`src/rtl/lab3_pkg_78.sv`:
```
// Shared types and constants for the lab3 sweep controller: FSM states and
// the golden truth tables for x = ~c ^ (a|b) and y = a & b over vector {a,b,c}.
package lab3_pkg_78;

  typedef enum logic [1:0] {
    IDLE   = 2'd0,
    DRIVE  = 2'd1,
    SAMPLE = 2'd2,
    DONE   = 2'd3
  } state_e;

  localparam int         NUM_VEC = 8;
  localparam logic [7:0] GOLD_X  = 8'hA9;
  localparam logic [7:0] GOLD_Y  = 8'hC0;

endpackage

```
`src/rtl/settle_timer_78.sv`:
```
// Settle countdown: load arms it for SETTLE cycles of count, expire pulses on
// the last counted cycle.
module settle_timer_78 #(
  parameter int unsigned SETTLE = 2
) (
  input  logic clk,
  input  logic rst_n,
  input  logic load,
  input  logic count,
  output logic expire
);

  logic [3:0] cnt;

  always_ff @(posedge clk or negedge rst_n) begin
    if (!rst_n)                      cnt <= '0;
    else if (load)                   cnt <= 4'(SETTLE - 1);
    else if (count && cnt != 4'd0)   cnt <= cnt - 4'd1;
  end

  assign expire = count && (cnt == 4'd0);

endmodule

```
`src/rtl/lab3_seq_ctrl_78.sv`:
```
// Sweeps all 8 {a,b,c} vectors through an external logic datapath and captures
// x/y. Optional golden comparison is enabled by defining LAB3_SELF_CHECK_EN.
module lab3_seq_ctrl_78
  import lab3_pkg_78::*;
#(
  parameter int unsigned SETTLE = 2
) (
  input  logic       clk,
  input  logic       rst_n,
  input  logic       start,
  input  logic       abort,
  output logic       a,
  output logic       b,
  output logic       c,
  input  logic       x,
  input  logic       y,
  output logic       busy,
  output logic       done,
  output logic [7:0] x_res,
  output logic [7:0] y_res,
  output logic [3:0] err_cnt,
  output logic       pass
);

  state_e     state, state_nxt;
  logic [2:0] vec;
  logic       load, expire, accept, last_vec, sample_wr, drv;

  assign accept    = (state == IDLE) && start && !abort;
  assign last_vec  = (vec == 3'(NUM_VEC - 1));
  // abort wins over a sample in the same cycle, so the aborted vector is not captured
  assign sample_wr = (state == SAMPLE) && !abort;

  settle_timer_78 #(.SETTLE(SETTLE)) u_settle (
    .clk    (clk),
    .rst_n  (rst_n),
    .load   (load),
    .count  (state == DRIVE),
    .expire (expire)
  );

  always_ff @(posedge clk or negedge rst_n) begin
    if (!rst_n) state <= IDLE;
    else        state <= state_nxt;
  end

  always_comb begin
    state_nxt = state;
    load      = 1'b0;
    case (state)
      IDLE: if (accept) begin
        state_nxt = DRIVE;
        load      = 1'b1;
      end
      DRIVE: begin
        if (abort)       state_nxt = IDLE;
        else if (expire) state_nxt = SAMPLE;
      end
      SAMPLE: begin
        if (abort)         state_nxt = IDLE;
        else if (last_vec) state_nxt = DONE;
        else begin
          state_nxt = DRIVE;
          load      = 1'b1;
        end
      end
      DONE:    state_nxt = IDLE;
      default: state_nxt = IDLE;
    endcase
  end

  always_ff @(posedge clk or negedge rst_n) begin
    if (!rst_n) begin
      vec   <= '0;
      x_res <= '0;
      y_res <= '0;
    end else if (accept) begin
      vec   <= '0;
      x_res <= '0;
      y_res <= '0;
    end else if (sample_wr) begin
      x_res[vec] <= x;
      y_res[vec] <= y;
      if (!last_vec) vec <= vec + 3'd1;
    end
  end

  assign drv       = (state == DRIVE) || (state == SAMPLE);
  assign busy      = drv;
  assign done      = (state == DONE);
  assign {a, b, c} = drv ? vec : 3'b000;

`ifdef LAB3_SELF_CHECK_EN
  logic       mism;
  logic [3:0] err_q;
  logic       pass_q;

  // a/b/c equal vec while sampling, so the golden tables index directly by vec
  assign mism = (x != GOLD_X[vec]) || (y != GOLD_Y[vec]);

  always_ff @(posedge clk or negedge rst_n) begin
    if (!rst_n) begin
      err_q  <= '0;
      pass_q <= 1'b0;
    end else if (accept) begin
      err_q  <= '0;
      pass_q <= 1'b0;
    end else if (sample_wr) begin
      if (mism && err_q != 4'd8) err_q <= err_q + 4'd1;
      if (last_vec)              pass_q <= (err_q == 4'd0) && !mism;
    end
  end

  assign err_cnt = err_q;
  assign pass    = pass_q;
`else
  assign err_cnt = 4'd0;
  assign pass    = 1'b0;
`endif

endmodule

```
`config.mk`:
```
export PLATFORM = sky130hd
export DESIGN_NAME = lab3_seq_ctrl_78
export DESIGN_NICKNAME = d
export VERILOG_FILES = /design/src/rtl/lab3_pkg_78.sv /design/src/rtl/settle_timer_78.sv /design/src/rtl/lab3_seq_ctrl_78.sv
export SDC_FILE = /design/constraint.sdc
export NUM_CORES = 1
export LEC_CHECK = 0
export BUFFER_PORTS_ARGS = -buffer_cell sky130_fd_sc_hd__buf_2
export CAP_MARGIN = 5
export CORE_ASPECT_RATIO = 0.6
export CORE_MARGIN = 2
export CORE_UTILIZATION = 48
export DETAILED_ROUTE_END_ITERATION = 8
export GPL_TIMING_DRIVEN = 0
export PLACE_DENSITY = 0.83
export SYNTH_ARGS = -nofsm -noshare
export SYNTH_HDL_FRONTEND = slang
export SYNTH_SLANG_ARGS = --single-unit
```
`constraint.sdc`:
```
create_clock -name clk -period 1.5 [get_ports clk]
set_input_delay 0.3 -clock clk [delete_from_list [all_inputs] [get_ports clk]]
set_output_delay 0.3 -clock clk [all_outputs]
set_load 0.01 [all_outputs]
```
After elaboration in Yosys (flattened, before gate mapping)

Cells that the tools add are included.
Widths: inputs -> output; s select.

Bits in registers: 25
Output and inout bits: 26
Logic and storage cells: 55

Add/sub/neg operators: 2
Order comparisons: 2
Eq/ne operators: 7
Muxes and demuxes: 24
Reduce and logical (&&, ||, !) cells: 15

Operators by type and width:

| kind                | count |
|---|---|
| $mux 8              | 4 |
| $bwmux 8            | 2 |
| $mux 3              | 4 |
| $mux 2              | 5 |
| $mux 4              | 2 |
| $pmux 2 s4          | 1 |
| $logic_and 1x1->1   | 6 |
| $eq 2x2->1 const B  | 2 |
| $logic_not 4->1     | 1 |
| $lt 3x4->1 const B  | 1 |
| $mux 1              | 4 |
| $ne 2x2->1 const B  | 2 |
| $reduce_and 2->1    | 2 |
| $reduce_bool 2->1   | 2 |
| $reduce_bool 4->1   | 1 |
| $sub 4x1->4 const B | 1 |
| $add 3x1->3 const B | 1 |
| $demux 1 s3         | 1 |
| $eq 3x3->1 const B  | 1 |
| $ge 3x1->1 const B  | 1 |
| $ne 3x3->1 const B  | 1 |
| $eq 2x1->1 const B  | 1 |
| $logic_not 2->1     | 1 |
| $pmux 1 s2          | 1 |
| 2 further kinds     | 2 |

Depth between registers and ports, before layout

Word-level depth: 7
Depth in mapped cells: 6
Depth with buffers taken out: 5

Cells and area by module

From an unflattened synthesis, not the netlist that was laid out.

Cell total of the unflattened synthesis: 134
Area, all modules: 1403.8 um2

Modules (own cells, without submodules):

| module           | times used | cells each | area each (um2) | seq. area each (um2) |
|---|---|---|---|---|
| lab3_seq_ctrl_78 | 1          | 109        | 1144.8          | 525.5 |
| settle_timer_78  | 1          | 25         | 259.0           | 100.1 |

Worst setup path after synthesis

Ideal clock, no wire load.

Kind: register to register
Start point: reg u_settle.cnt[0]
End point: reg state[1]
Library setup time: 65 ps
Data arrival time: 1492 ps
Data required time: 1435 ps
Setup slack: -57 ps
Cell stages (with the launch flop): 6
Path buffers: 0
Period minus slack after synthesis: 1557 ps
Cells stage by stage: dfrtp_1 inv_1 ha_1 or3b_4 a2111oi_4 a311o_2

Longest elaborated chain between the ends: 4

RTL lines:

| item                       | RTL line               | RTL |
|---|---|---|
| start, declared            | settle_timer_78.sv:13  | `logic [3:0] cnt;` |
| start signal, assigned     | settle_timer_78.sv:17  | `else if (load) cnt <= 4'(SETTLE - 1);` |
| start signal, assigned     | settle_timer_78.sv:18  | `else if (count && cnt != 4'd0) cnt <= cnt - 4'd1;` |
| $logic_not 4->1            | settle_timer_78.sv:21  | `assign expire = count && (cnt == 4'd0);` |
| $logic_and 1x1->1          | settle_timer_78.sv:21  |  |
| $ne 3x3->1 (no line)       | -                      |  |
| $reduce_and 2->1 (no line) | -                      |  |
| end signal, assigned       | lab3_seq_ctrl_78.sv:44 | `else state <= state_nxt;` |
| end, declared              | lab3_seq_ctrl_78.sv:25 | `state_e state, state_nxt;` |

No other way between the ends.
A chain may end at the register's enable or synchronous reset.

Final worst setup path

Start point: reg state[1]
End point: out a

Longest elaborated chain between the ends: 3

RTL lines:

| item                                            | RTL line               | RTL |
|---|---|---|
| $eq 2x1->1 / $eq 2x2->1 (equally long branches) | lab3_seq_ctrl_78.sv:88 | `assign drv = (state == DRIVE) \|\| (state == SAMPLE);` |
| $logic_or 1x1->1 *                              | lab3_seq_ctrl_78.sv:88 |  |
| $mux 3 *                                        | lab3_seq_ctrl_78.sv:91 | `assign {a, b, c} = drv ? vec : 3'b000;` |
| end, declared                                   | lab3_seq_ctrl_78.sv:12 | `output logic a,` |

Every way passes the cells marked *; elsewhere a longest branch is shown, timed or not.

==> summary.txt <==
Final layout
  – Area delta synth->final: 36.43%
  – Finished Core Util: 68.33%
  – Most frequent cells in the layout: 24 x dfrtp_1, 22 x buf_2, 20 x buf_4
  – Commonest non-fill, non-tap cell in the layout: dfrtp_1
  – Diode count: 0
  – Layout cells sized above 1: 47.96%
  – Layout Nets: 211
  – Final instance area: a little under 2000 sq um

Worst hold path
  – Worst min path class: in2async

Global routing
  – Initial antenna violation count: 0
  – Tot GR Track Use: between 20% and 30%
  – Vias in the first global route: approximately 1.2k
  – Gr ovfl total: 0
  – Largest net degree at the start of global routing: 26
  – First-pass GRT wire length: ~5.6 mm

Routing
  – Detail Route Antenna Nets: 0
  – Vias: 1318
  – Routed len/inst: 14.74 um
  – WL final: ~3.5 mm
  – Via/cell ratio: 5.538
  – DRC: 0
  – DR WL met3: between 200 and 300 um
  – Uppermost layer routed: met4
  – Met1 Routed Length: between 1.5 and 2 mm
  – Iteration-0 DRC Markers: between 80 and 90
  – TritonRoute pass-1 iters: 4
  – Met2 Routed Length: about 1.6 mm

Clocking
  – Root Driver: clkbuf_8
  – Cts bufs inserted: 3
  – H-tree levels: 1
  – TritonCTS clock tree: done
  – Clock tree buffer depth: 2
  – Clock sink count: 25
  – Clk_lat worst skew: 270 ps
  – Worst-path clk slew: ~90 ps

STA
  – Setup TNS: -843.0 ps
  – Post-layout worst setup margin: -110.5 ps
  – Peak Freq: around 0.62 GHz
  – Final hold violations: 0
  – Worst Clk Skew: about 9.3 ps
  – Tcrit/Tclk final: 107.4%
  – Setup-failing EPs final: 15
  – Slew Limit Fails: 0
  – Rel. slew slack: roughly 63%
  – Min Tclk post-route: between 1500 and 2000 ps
  – Worst Tran Pin Value: between 500 and 600 ps
  – RSZ-0062 raised after global routing: true

Critical path
  – Required @ worst endpoint: 1200 ps
  – Crit path largest cell delay: 450 ps
  – Critical path class: reg2out
  – CP max FO: 4
  – Worst Path Arrival: between 1000 and 1500 ps
  – CP Cell Sequence: inv_4 -> ha_4 -> and2_4 -> buf_6
  – Buf/Inv on CP: 2
  – Largest delay contributor family on the critical path: flip-flops
  – CP max-delay cell: dfrtp_2
  – Startpoint type of the worst setup path: flop
  – Worst Setup End Kind: output pin

Logic synthesis
  – Synth Instances: 152
  – Asr flop ratio synth: 100.0%
  – Top cell type's share of synthesized area: 43.78%
  – Post-synth EDFFs: 0
  – Synth area leader: dfrtp_1
  – Synth area leaders: dfrtp_1 44%, a21oi_1 7.4%, ha_1 7.0%
  – Mean post-synth cell area: approximately 9.4 sq um
  – Synthesis Warnings: 0
  – Seq/Total Area, Yosys: between 40 and 50%
  – Yosys reg bits: 25
  – Unique masters post-synth: 37
  – Top FF cell, synth: dfrtp_1
  – Post-Synthesis Cell Area: 1429 sq um

Power
  – Peak VDD IR: between 700 and 800 uV
  – Leakage power: 0.8965 nW
  – Pwr Total: ~2.6 mW
  – PwrDens: between 1000 and 1500 nW/um^2

Die
  – FP Rows: 15
  – Die X: between 70 and 80 um
  – Starting Density: about half
  – Die Y: approximately 46 um
  – IO Pins: 32
  – Core box area: between 2000 and 3000 sq um
  – Die area: roughly 3400 sq um

Placement
  – HPWL Detailed: 2.435 mm
  – Pre-CTS setup slack: -205.5 ps
  – IO buf count: 23
  – RD Place Congestion: 0.9024
  – Area after DPL: between 1500 and 2000 sq um

Outcome
  – Failing checks: negative setup slack
  – Status: complete, but fails checks

Flow run
  – Max Cap Viol: 0
Yosys cell counts, types with 3 or more instances:
library cell   n
dfrtp_1       25
a21oi_1       21
o21ai_0       19
nand3_1       12
ha_1           8
inv_1          7
nor2_1         6
buf_2          5
buf_4          5
nand2b_1       4
nand4_1        4
and2_1         3
mux2i_1        3
nand2_1        3
logic make-up (layout without fill, tap and decap cells):
group | Yosys count | after routing | synth area share, %
AO/OA/AOI/OAI | 44 | 44 | 17.95
XOR/XNOR | 1 | 1 | 0.6131
adder cells (fa/ha/maj) | 8 | 8 | 7.006
buffers and inverters | 21 | 61 | 7.444
flip-flops | 25 | 25 | 43.78
multiplexers | 3 | 3 | 2.102
other | 1 | 5 | 0.2624
AND/OR/NAND/NOR | 49 | 49 | 20.84
repair_timing:
action | 4_1_cts | 5_1_grt
hold buffers | 0 | 0
setup endpoints to repair | 26 | 28
buffers inserted | 10 | 4
pin swaps | 13 | 7
resized for setup | 33 | 24
endpoints found under the hold margin | 0 | 0
area by class of cell:
type | count | area, sq um
fillers | 234 | 903.4
multi-input cells | 110 | 864.6
flip-flops and latches | 25 | 626.9
repair buffers | 37 | 239.0
plain buffers | 13 | 92.59
well taps | 42 | 52.55
clock buffers | 4 | 45.04
inverters | 7 | 28.78
power by group:
group | leakage (nW) | internal (mW) | switching (mW) | total (mW)
combinational | 0.534 | 0.638 | 0.709 | 1.35
clock | 0.0228 | 0.190 | 0.211 | 0.402
sequential | 0.340 | 0.783 | 0.105 | 0.888
metal layers:
| layer | vias to the layer above | global-route usage [%] |
|---|---|---|
| li1 | 621 | - |
| met1 | 644 | 30.05 |
| met2 | 46 | 35.75 |
| met3 | 7 | 4.814 |
| met4 | 0 | 8.929 |
| met5 | - | 0 |
state kept, by name (all words and copies together), names as in the netlist:
| name | flops |
|---|---|
| y_res | 8 |
| u_settle.cnt | 4 |
| vec | 3 |
| x_res | 8 |
| state | 2 |
through the flow:
| stage | hold slack, ps | instances |
|---|---|---|
| floorplan | 4.409 | 156 |
| global placement | 300.1 | 221 |
| finish | 2.173 | 238 |
| CTS | 20.40 | 234 |
| global route | 39.19 | 238 |
| detailed placement | 318.5 | 221 |
final timing paths:
check | start | endpoint | slack, ps | cells after the start
max in group asynchronous | rst_n | state[1]$_DFFE_PN0P_ | 1100 | 1
max reg2reg | u_settle.cnt[0]$_DFFE_PN0P_ | state[1]$_DFFE_PN0P_ | -70 | 5
max | state[1]$_DFFE_PN0P_ | a | -110 | 4
min reg2reg | y_res[2]$_DFFE_PN0P_ | y_res[2]$_DFFE_PN0P_ | 530 | 2
min | rst_n | x_res[5]$_DFFE_PN0P_ | 2 | 1
min in group clk | y | y_res[1]$_DFFE_PN0P_ | 380 | 3
(Power assumes the default switching activity.)
